`config.mk`:
```
export PLATFORM = sky130hd
export DESIGN_NAME = seq_detector_prog
export DESIGN_NICKNAME = d
export VERILOG_FILES = /design/src/rtl/seq_detector_prog.sv
export SDC_FILE = /design/constraint.sdc
export NUM_CORES = 1
export LEC_CHECK = 0
export ABC_AREA = 1
export CORE_MARGIN = 3
export CORE_UTILIZATION = 45
export CTS_CLUSTER_SIZE = 8
export DETAILED_ROUTE_END_ITERATION = 16
export DONT_BUFFER_PORTS = 1
export PLACE_DENSITY = 0.59
export SYNTH_ARGS = -nofsm -noshare
export SYNTH_HDL_FRONTEND = slang
export SYNTH_SLANG_ARGS = --single-unit
```
`constraint.sdc`:
```
create_clock -name clk -period 5.4 [get_ports clk]
set_clock_uncertainty 0.15 [all_clocks]
set_input_delay 0.81 -clock clk [delete_from_list [all_inputs] [get_ports clk]]
set_output_delay 0.81 -clock clk [all_outputs]
set_load 0.02 [all_outputs]
```
`src/rtl/seq_detector_prog.sv`:
```
// Programmable serial pattern detector with overlap control and a saturating match counter.
// One bit per valid cycle; z pulses one cycle after the final pattern bit is sampled.
module seq_detector_prog #(
    parameter int                   MAX_LEN     = 8,
    parameter int                   CNT_W       = 8,
    parameter logic [MAX_LEN-1:0]   RST_PATTERN = MAX_LEN'(4'b1011),
    parameter int                   RST_LEN     = 4,
    parameter bit                   RST_OVERLAP = 1'b1,
    localparam int                  LEN_W       = $clog2(MAX_LEN + 1)
) (
    input  logic                clk,
    input  logic                reset,
    input  logic                x,
    input  logic                in_valid,
    input  logic                load,
    input  logic [MAX_LEN-1:0]  cfg_pattern,
    input  logic [LEN_W-1:0]    cfg_len,
    input  logic                cfg_overlap,
    output logic                z,
    output logic [CNT_W-1:0]    match_count,
    output logic                count_sat,
    output logic                cfg_err
);

    localparam logic [LEN_W-1:0] MAX_LEN_C = LEN_W'(MAX_LEN);
    localparam logic [CNT_W-1:0] CNT_MAX   = '1;

    logic [MAX_LEN-1:0] pattern_q;
    logic [LEN_W-1:0]   len_q;
    logic               ovl_q;
    // The oldest history bit would only ever be shifted out, so it is not stored.
    logic [MAX_LEN-2:0] hist_q;
    logic [LEN_W-1:0]   fill_q;
    logic               z_q;
    logic [CNT_W-1:0]   cnt_q;
    logic               sat_q;
    logic               err_q;

    logic [MAX_LEN-1:0] hist_d;
    logic [LEN_W-1:0]   fill_d;
    logic [CNT_W-1:0]   cnt_d;
    logic [MAX_LEN-1:0] len_mask;
    logic               cfg_ok;
    logic               hit;

    always_comb begin
        len_mask = '0;
        for (int i = 0; i < MAX_LEN; i++) begin
            len_mask[i] = (LEN_W'(i) < len_q);
        end
        hist_d = {hist_q, x};
        fill_d = (fill_q == MAX_LEN_C) ? fill_q : fill_q + 1'b1;
        hit    = in_valid && !load && (fill_d >= len_q) &&
                 (((hist_d ^ pattern_q) & len_mask) == '0);
        cnt_d  = (cnt_q == CNT_MAX) ? cnt_q : cnt_q + 1'b1;
        cfg_ok = (cfg_len != '0) && (cfg_len <= MAX_LEN_C);
    end

    always_ff @(posedge clk) begin
        if (reset) begin
            pattern_q <= RST_PATTERN;
            len_q     <= LEN_W'(RST_LEN);
            ovl_q     <= RST_OVERLAP;
            hist_q    <= '0;
            fill_q    <= '0;
            z_q       <= 1'b0;
            cnt_q     <= '0;
            sat_q     <= 1'b0;
            err_q     <= 1'b0;
        end else begin
            z_q   <= 1'b0;
            err_q <= 1'b0;
            if (load) begin
                // A load always swallows the bit on x, accepted or not.
                if (cfg_ok) begin
                    pattern_q <= cfg_pattern;
                    len_q     <= cfg_len;
                    ovl_q     <= cfg_overlap;
                    hist_q    <= '0;
                    fill_q    <= '0;
                    cnt_q     <= '0;
                    sat_q     <= 1'b0;
                end else begin
                    err_q <= 1'b1;
                end
            end else if (in_valid) begin
                hist_q <= hist_d[MAX_LEN-2:0];
                fill_q <= (hit && !ovl_q) ? '0 : fill_d;
                z_q    <= hit;
                if (hit) begin
                    cnt_q <= cnt_d;
                    sat_q <= (cnt_d == CNT_MAX);
                end
            end
        end
    end

    assign z           = z_q;
    assign match_count = cnt_q;
    assign count_sat   = sat_q;
    assign cfg_err     = err_q;

endmodule
```
After elaboration in Yosys (flattened, before gate mapping)
Index checks and enable logic that the tools add are counted.
{"block": "classes", "multipliers": 0, "n_shift": 0, "n_bitwise": 4, "n_reduce_logical": 16, "add_sub_neg": 2, "eq_ne": 4, "n_div": 0, "magnitude_cmp": 10, "muxes": 18}
{"cell": "$mux 8", "count": 5}
{"cell": "$mux 7", "count": 3}
{"cell": "$mux 4", "count": 5}
{"cell": "$eq 8x8->1 const B", "count": 2}
{"cell": "$lt 3x4->1 const A", "count": 4}
{"cell": "$add 8x1->8 const B", "count": 1}
{"cell": "$and 8x8->8", "count": 1}
{"cell": "$logic_not 8->1", "count": 1}
{"cell": "$lt 1x4->1 const A", "count": 2}
{"cell": "$lt 2x4->1 const A", "count": 2}
{"cell": "$xor 8x8->8", "count": 1}
{"cell": "$logic_and 1x1->1", "count": 5}
{"cell": "$mux 1", "count": 5}
{"cell": "$add 4x1->4 const B", "count": 1}
{"cell": "$eq 4x4->1 const B", "count": 1}
{"cell": "$ge 4x4->1", "count": 1}
{"cell": "$le 4x4->1 const B", "count": 1}
{"cell": "$reduce_and 2->1", "count": 2}
{"cell": "$reduce_bool 2->1", "count": 2}
{"cell": "$reduce_bool 4->1", "count": 1}
{"cell": "$reduce_and 3->1", "count": 1}
{"cell": "$reduce_or 3->1", "count": 1}
{"cell": "$logic_not 1->1", "count": 2}
{"cell": "$ne 2x1->1 const B", "count": 1}
{"cell": "2 further kinds", "count": 3}
{"block": "word_totals", "mem_bits_ro": 0, "latchBits": 0, "ram_bits": 0, "output_inout_bits": 11, "mem_count": 0, "inputBits": 18, "regBits": 35}

Depth between registers and ports, before layout
Gate-level depths: netlist of the first run.
{"block": "logic_depth", "ltp_word": 9, "depth_mapped": 18}

Least setup slack after synthesis of the first run
No wires, ideal clock.
{"block": "synth_timing", "kind": "register to register", "start": "register fill_q[0]", "end": "register cnt_q[7], in the netlist match_count[7]", "t_required_ns": 5.135, "arrival_ns": 1.818, "slack_ns": 3.317, "period_less_slack_ns": 2.083, "path_stages_with_launch": 15, "n_path_buf": 1, "cell_sequence": "dfxtp_1 -> inv_1 -> ha_1 -> nand2_1 -> nor2_1 -> xor2_1 -> ha_1 -> nand3_1 -> nand3_1 -> nand2_1 -> inv_1 -> nand3_2 -> buf_6 -> a21boi_1 -> nor2_1"}
{"block": "synth_between", "elab_chain_cells": 7}
{"element": "start, declared", "line_no": "33", "source": "logic [LEN_W-1:0] fill_q;"}
{"element": "start signal, assigned", "line_no": "88", "source": "fill_q <= (hit && !ovl_q) ? '0 : fill_d;"}
{"element": "$add 4x1->4 or $eq 4x4->1 (tied branches)", "line_no": "52", "source": "fill_d = (fill_q == MAX_LEN_C) ? fill_q : fill_q + 1'b1;"}
{"element": "$mux 4 *", "line_no": "52"}
{"element": "$ge 4x4->1 *", "line_no": "53", "source": "hit = in_valid && !load && (fill_d >= len_q) &&"}
{"element": "$logic_and 1x1->1 * (2 in series)", "line_no": "53"}
{"element": "$reduce_bool 2->1 (no source line) *"}
{"element": "$reduce_and 3->1 (no source line) *"}
{"element": "end signal, assigned", "line_no": "91", "source": "cnt_q <= cnt_d;"}
{"element": "end, declared", "line_no": "35", "source": "logic [CNT_W-1:0] cnt_q;"}
Every way passes the cells marked *; elsewhere a longest branch is shown, timed or not.
A chain may end at the register's enable or synchronous reset.

Worst setup path in the final report of the first run
{"block": "layout_timing", "start": "register fill_q[0]", "end": "register cnt_q[3], in the netlist match_count[3]"}
Same word-level chain as after synthesis.

==> flow_summary.ini, run 1 <==
[placement]
routabilityCongestion = 0.834
port-buffer-count = 0
dp_hpwl_um = 3340
place_area_um2 = 2030
pre_cts_slack_ns = 3.06

[die]
rows = 24
die_w_um = 73.9
die_y_um = 73.9
core_um2 = 4410
io_pins = 29
dieArea_um2 = 5450
start_util_pct = 46.9

[setup_path]
critPathRequiredTime_ns = 5.47
cpMostUsedCell = nand2_1
slowest_stage = dfxtp_1
crit_chain = inv_1 -> ha_1 -> nand2_1 -> nor2_1 -> xor2_1 -> ha_1 -> inv_1 -> nand2_1 -> nand2_1 -> nand2_1 -> nand3_1 -> nand2_1 -> inv_1 -> nand3_2 -> nand2_4 -> nand2_1 -> a21oi_1
crit_path_end_kind = flop
cp_max_fo = 12
cp.arrival_ns = 2.45
slowest_delay_ns = 0.41
cp-start-kind = flop
crit_type = reg2reg

[sta]
slew_headroom_pct = 68.6
tns_ns = 0
fin_ws_ns = 3.02
max_slew.worst_pin.slew_ns = 0.471
whs_ns = 0.324
setup_violations = 0
fmax_ghz = 0.421
drv_slew = 0
timing.final.crit_share_pct = 44.0
hold_viol = 0
rsz0062_at_grt = false
fin_crit_ns = 2.38

[power]
ir_worst_vdd_mv = 0.137
leakagePower_nw = 0.911
p_per_area_nw_per_um2 = 270

[hold_path]
min_path_type = reg2reg

[routing]
drt_wl_total_um = 4500
post_drt_wl_per_cell_um = 13.0
drt_iter0_drc = 79
vias = 1756
vias_per_cell = 5.06
drt_pass1_iterations = 4
ant_nets = 0
drc = 0

[cts]
cts_tree = yes
path_clk_slew_ns = 0.07
htreeDepth = 2
clkLatencyLatePin_ns = 0.29
cts_hold_buf = 0
cts_sinks = 35
clk_path_buf_depth = 2
post_cts_resized = 0
cts_made_buffers = 5
cts-root-buf = clkbuf_8
post_cts_buffers = 0

[global_route]
grt_antenna_before_repair = 0
grt_start_max_net_pins = 25
globalRouteMet2Util_pct = 26.4
grt.met3_usage_pct = 4.92
grt_first_pass_wirelength_um = 7610
grt_util_met1_pct = 25.6
grt_pass1_vias = 1576
grt_overflow_total = 0
grt.busiest_layer = met2
grtUsageTotal_pct = 18.2

[synth]
synth_cell_types = 34
syn_inst = 298
ys_ff_latch = 35
syn-cell-area_um2 = 2070
ys_warn_count = 0
syn_area_per_cell_um2 = 6.95
synth_nets = 323
synth.yosys.seq_area_share_pct = 33.8

[run_status]
status = finished clean

[cells_and_area]
antenna_cells = 0
final_area_um2 = 2150
n_fill_cell = 464
nNetsFinal = 319
drive_gt1_share_pct = 9.49
area_growth_pct = 3.62

[flow_run]
maxCapViolations = 0
cell usage after synthesis:
library cell | n | area share (%)
o21ai_0 | 9 | 2.2
nor2_8 | 1 | 0.97
inv_4 | 1 | 0.30
buf_4 | 1 | 0.36
buf_8 | 1 | 0.72
or2_4 | 1 | 0.42
nor2_2 | 4 | 1.2
a21boi_1 | 1 | 0.36
nand4_1 | 1 | 0.30
buf_6 | 6 | 3.3
or2_1 | 1 | 0.30
xnor2_1 | 1 | 0.42
inv_1 | 24 | 4.3
nand2_2 | 3 | 0.91
nand3_2 | 1 | 0.48
buf_2 | 1 | 0.24
o211ai_1 | 2 | 0.72
nand3b_1 | 2 | 0.72
nand2_4 | 2 | 1.1
nor2_4 | 3 | 1.6
nor2_1 | 26 | 4.7
nand2_1 | 89 | 16
inv_2 | 1 | 0.18
dfxtp_1 | 35 | 34
ha_1 | 7 | 4.2
o21ai_1 | 5 | 1.2
clkbuf_1 | 2 | 0.36
xor2_1 | 8 | 3.4
inv_6 | 1 | 0.42
nand3_1 | 25 | 6.0
o21bai_1 | 1 | 0.36
a21oi_1 | 30 | 7.2
o21ai_2 | 1 | 0.42
inv_8 | 1 | 0.54
worst paths after layout:
check | startpoint | to | slack (ns) | cells past startpoint
hold / removal | pattern_q[5]$_SDFFE_PP0P_ | pattern_q[5]$_SDFFE_PP0P_ | 0.32 | 2
setup / recovery | fill_q[0]$_SDFFE_PP0P_ | match_count[3]$_SDFFE_PP0P_ | 3.02 | 17
hold reg to reg | pattern_q[5]$_SDFFE_PP0P_ | pattern_q[5]$_SDFFE_PP0P_ | 0.32 | 2
setup reg to reg | fill_q[0]$_SDFFE_PP0P_ | match_count[3]$_SDFFE_PP0P_ | 3.02 | 17
flip-flops by register name, indices dropped and copies added (netlist names):
register     count
len_q            4
fill_q           4
pattern_q        8
z                1
match_count      8
hist_q           7
count_sat        1
cfg_err          1
ovl_q            1
cells by family after synthesis:
| logic type | after synthesis | synth area share [%] |
|---|---|---|
| AO/OA/AOI/OAI | 49 | 12.5 |
| XOR/XNOR | 9 | 3.80 |
| adder cells (fa/ha/maj) | 7 | 4.23 |
| buffers and inverters | 39 | 10.7 |
| flip-flops | 35 | 33.8 |
| AND/OR/NAND/NOR | 159 | 34.9 |
critical path, delay by kind of cell, from the launching register on:
| kind | cells | cell delay, ns |
|---|---|---|
| flip-flops | 1 | 0.41 |
| AND/OR/NAND/NOR | 10 | 0.89 |
| XOR/XNOR | 1 | 0.15 |
| buffers and inverters | 3 | 0.20 |
| AO/OA/AOI/OAI | 1 | 0.12 |
| adder cells (fa/ha/maj) | 2 | 0.38 |
report_power, final:
part           switching [mW]  leakage [nW]  internal, mW
combinational          0.0403         0.567        0.0221
sequential             0.0108         0.286         0.268
clock                  0.0999        0.0581         0.137
total                   0.151         0.911         0.428
metrics by stage:
stage	total power, mW	std cells	utilization, %
4_1_cts	0.583	347	48.6
3_3_place_gp	0.347	339	46.1
3_5_place_dp	0.347	339	46.1
2_1_floorplan	0.342	298	-
6_report	0.579	347	48.6
5_1_grt	0.605	347	48.6
cell type report:
cell class | instances | area [um2] | area share [%]
Clock inverter | 3 | 43.8 | 2.04
Tap cell | 52 | 65.1 | 3.03
Sequential cell | 35 | 701 | 32.6
Clock buffer | 5 | 68.8 | 3.21
Multi-Input combinational cell | 224 | 1150 | 53.5
Inverter | 28 | 120 | 5.59
layer usage:
| layer | routed length [um] | vias up |
|---|---|---|
| li1 | - | 944 |
| met1 | 2320 | 781 |
| met3 | 165 | 7 |
| met2 | 1950 | 24 |
| met4 | 63 | 0 |
| met5 | 0 | - |
placed cells by master, fill, tap and decap left out:
| cell type | instances |
|---|---|
| a21boi_1 | 1 |
| a21oi_1 | 30 |
| bufinv_16 | 1 |
| clkbuf_8 | 5 |
| clkinv_2 | 1 |
| clkinv_4 | 1 |
| dfxtp_1 | 35 |
| ha_1 | 7 |
| inv_1 | 24 |
| inv_2 | 1 |
| inv_4 | 1 |
| inv_6 | 1 |
| inv_8 | 1 |
| nand2_1 | 89 |
| nand2_2 | 3 |
| nand2_4 | 2 |
| nand3_1 | 25 |
| nand3_2 | 1 |
| nand3b_1 | 2 |
| nand4_1 | 1 |
| nor2_1 | 26 |
| nor2_2 | 4 |
| nor2_4 | 3 |
| nor2_8 | 1 |
| o211ai_1 | 2 |
| o21ai_0 | 9 |
| o21ai_1 | 5 |
| o21ai_2 | 1 |
| o21bai_1 | 1 |
| or2_1 | 1 |
| or2_4 | 1 |
| xnor2_1 | 1 |
| xor2_1 | 8 |
(Power assumes the default switching activity.)
==> run 2, diff against run 1 <==
--- a/config.mk
+++ b/config.mk
@@ -11,7 +11,7 @@
 export CTS_CLUSTER_SIZE = 8
 export DETAILED_ROUTE_END_ITERATION = 16
 export DONT_BUFFER_PORTS = 1
-export PLACE_DENSITY = 0.59
+export PLACE_DENSITY = 0.61
 export SYNTH_ARGS = -nofsm -noshare
 export SYNTH_HDL_FRONTEND = slang
 export SYNTH_SLANG_ARGS = --single-unit
==> constraint.sdc (replaced) <==
create_clock -name clk -period 2.1 [get_ports clk]
set_clock_uncertainty 0.15 [all_clocks]
set_input_delay 0.315 -clock clk [delete_from_list [all_inputs] [get_ports clk]]
set_output_delay 0.315 -clock clk [all_outputs]
set_load 0.02 [all_outputs]
==> flow_summary.ini, run 2 (synthesis results as in run 1) <==
[run_status]
status = finished, violations left
violations = hold timing, setup timing

[flow_run]
maxCapViolations = 0

[global_route]
grt_first_pass_wirelength_um = 8260
grt_pass1_vias = 1734
grt_overflow_total = 0
grt_antenna_before_repair = 0
grt_start_max_net_pins = 25
grtUsageTotal_pct = 19.6

[routing]
route.met3.wl_um = 271
drt_iter0_drc = 54
vias = 1900
vias_per_cell = 5.15
post_drt_wl_per_cell_um = 13.3
drc = 0
ant_nets = 0
drt_pass1_iterations = 4
drt_wl_total_um = 4890
top_layer = met4
wl_met1_um = 2370
routed-wl-met2_um = 2180

[setup_path]
cp-start-kind = flop
cp_max_fo = 7
crit_chain = inv_4 -> ha_4 -> nand2_4 -> nor2_4 -> xor2_2 -> ha_2 -> nand3_1 -> nand3_1 -> nand2_1 -> inv_2 -> nand3_4 -> buf_6 -> nand3_1 -> a21oi_2
cp.arrival_ns = 2.20
crit_family = simple AND/OR/NAND/NOR gates
crit_path_end_kind = flop
critPathRequiredTime_ns = 2.17
critPathBufInv = 3
slowest_delay_ns = 0.36
crit_type = reg2reg
slowest_stage = dfxtp_4
cpMostUsedCell = nand3_1

[cts]
cts_tree = yes
cts_made_buffers = 5
htreeDepth = 2
cts_hold_buf = 9
clkLatencyLatePin_ns = 0.30
path_clk_slew_ns = 0.08
clk_path_buf_depth = 2
cts-root-buf = clkbuf_8
cts_sinks = 35

[die]
io_pins = 29
die_y_um = 73.9
die_w_um = 73.9
dieArea_um2 = 5450
core_um2 = 4410
start_util_pct = 46.9
rows = 24

[sta]
slew_headroom_pct = 73.5
max_slew.worst_pin.slew_ns = 0.397
tns_ns = -0.0742
hold_viol = 12
rsz0062_at_grt = true
timing.final.crit_share_pct = 101
fin_ws_ns = -0.0299
drv_slew = 0
fin_crit_ns = 2.13
setup_violations = 4
whs_ns = -0.0748
fmax_ghz = 0.470

[cells_and_area]
final_util_pct = 55.8
area_growth_pct = 18.8
final_cell_mix = nand2_1 (83), dfxtp_1 (32), a21oi_1 (26), nor2_1 (24), nand3_1 (22)
drive_gt1_share_pct = 22.7
antenna_cells = 0
n_fill_cell = 437
layout_commonest_cell = nand2_1
nNetsFinal = 341

[hold_path]
min_path_type = in2reg

[placement]
port-buffer-count = 0
routabilityCongestion = 0.791
dp_hpwl_um = 3380

[power]
leakagePower_nw = 1.03
p_per_area_nw_per_um2 = 568
ir_worst_vdd_mv = 0.371
run 2: changes by cell type in the layout (fill, tap and decap cells not counted), sizes merged:
cell         before  now
clkinvlp          0    2
dlygate4sd3       0    9
bufinv            1    0
clkinv            2    1
buf               0   13
run 2: worst paths after layout:
path | end | cells past startpoint | slack [ns] | start
worst max-delay path | match_count[5]$_SDFFE_PP0P_ | 14 | -0.03 | fill_q[0]$_SDFFE_PP0P_
worst min-delay path | match_count[2]$_SDFFE_PP0P_ | 1 | -0.07 | reset
worst max register to register | match_count[5]$_SDFFE_PP0P_ | 14 | -0.03 | fill_q[0]$_SDFFE_PP0P_
worst min register to register | pattern_q[2]$_SDFFE_PP0P_ | 2 | 0.33 | pattern_q[2]$_SDFFE_PP0P_
run 2: where the power goes:
group          switching (mW)  internal (mW)  leakage (nW)
registers              0.0253          0.689         0.288
clock network           0.264          0.231        0.0402
logic                   0.117         0.0719         0.699
run 2: metal layers:
metal	vias up	global-route usage (%)
li1	989	-
met1	865	28.7
met2	36	27.8
met3	10	4.79
met4	0	6.64
met5	-	0
run 2: layout make-up:
type / instances / area [um2] / area share (%)
tap: 52 / 65.1 / 2.64
multi-input combinational: 224 / 1280 / 52.2
clock buffer: 5 / 68.8 / 2.80
inverter: 28 / 123 / 4.98
clock inverter: 3 / 20.0 / 0.813
timing repair buffer: 22 / 191 / 7.78
sequential: 35 / 709 / 28.8
run 2: what timing repair did:
action | in CTS | in global routing
pin swaps | 6 | 10
setup endpoints to repair | 14 | 14
endpoints found under the hold margin | 21 | 12
resized for setup | 14 | 29
setup buffers | 1 | 2
run 2: worst reg2reg max path: cells and delay by family, from the launching register on:
| family | cells | cell delay, ns |
|---|---|---|
| DFF | 1 | 0.36 |
| xor gates and xnor gates | 1 | 0.17 |
| AOI/OAI and AO/OA | 1 | 0.12 |
| buffers and inverters | 3 | 0.26 |
| and+or+nand+nor | 7 | 0.59 |
| adders and majority gates | 2 | 0.42 |
run 2: stage by stage:
stage	cells	worst slack (ns)	hold slack, ns	total power [mW]	area [um2]
after floorplan	298	0.0174	0.291	0.880	2070
after global placement	349	-0.120	0.238	0.899	2110
after detailed placement	349	-0.188	0.239	0.898	2110
after CTS	367	-0.00563	-0.0772	1.40	2340
after global routing	369	-0.169	-0.0872	1.47	2460
final	369	-0.0299	-0.0748	1.40	2460
==> run 3, diff against run 2 <==
--- a/config.mk
+++ b/config.mk
@@ -8,6 +8,7 @@
 export ABC_AREA = 1
 export CORE_MARGIN = 3
 export CORE_UTILIZATION = 45
+export CTS_CLUSTER_DIAMETER = 200
 export CTS_CLUSTER_SIZE = 8
 export DETAILED_ROUTE_END_ITERATION = 16
 export DONT_BUFFER_PORTS = 1
==> results of run 3 <==
Final layout, timing and power as in run 2 (identical DEF).
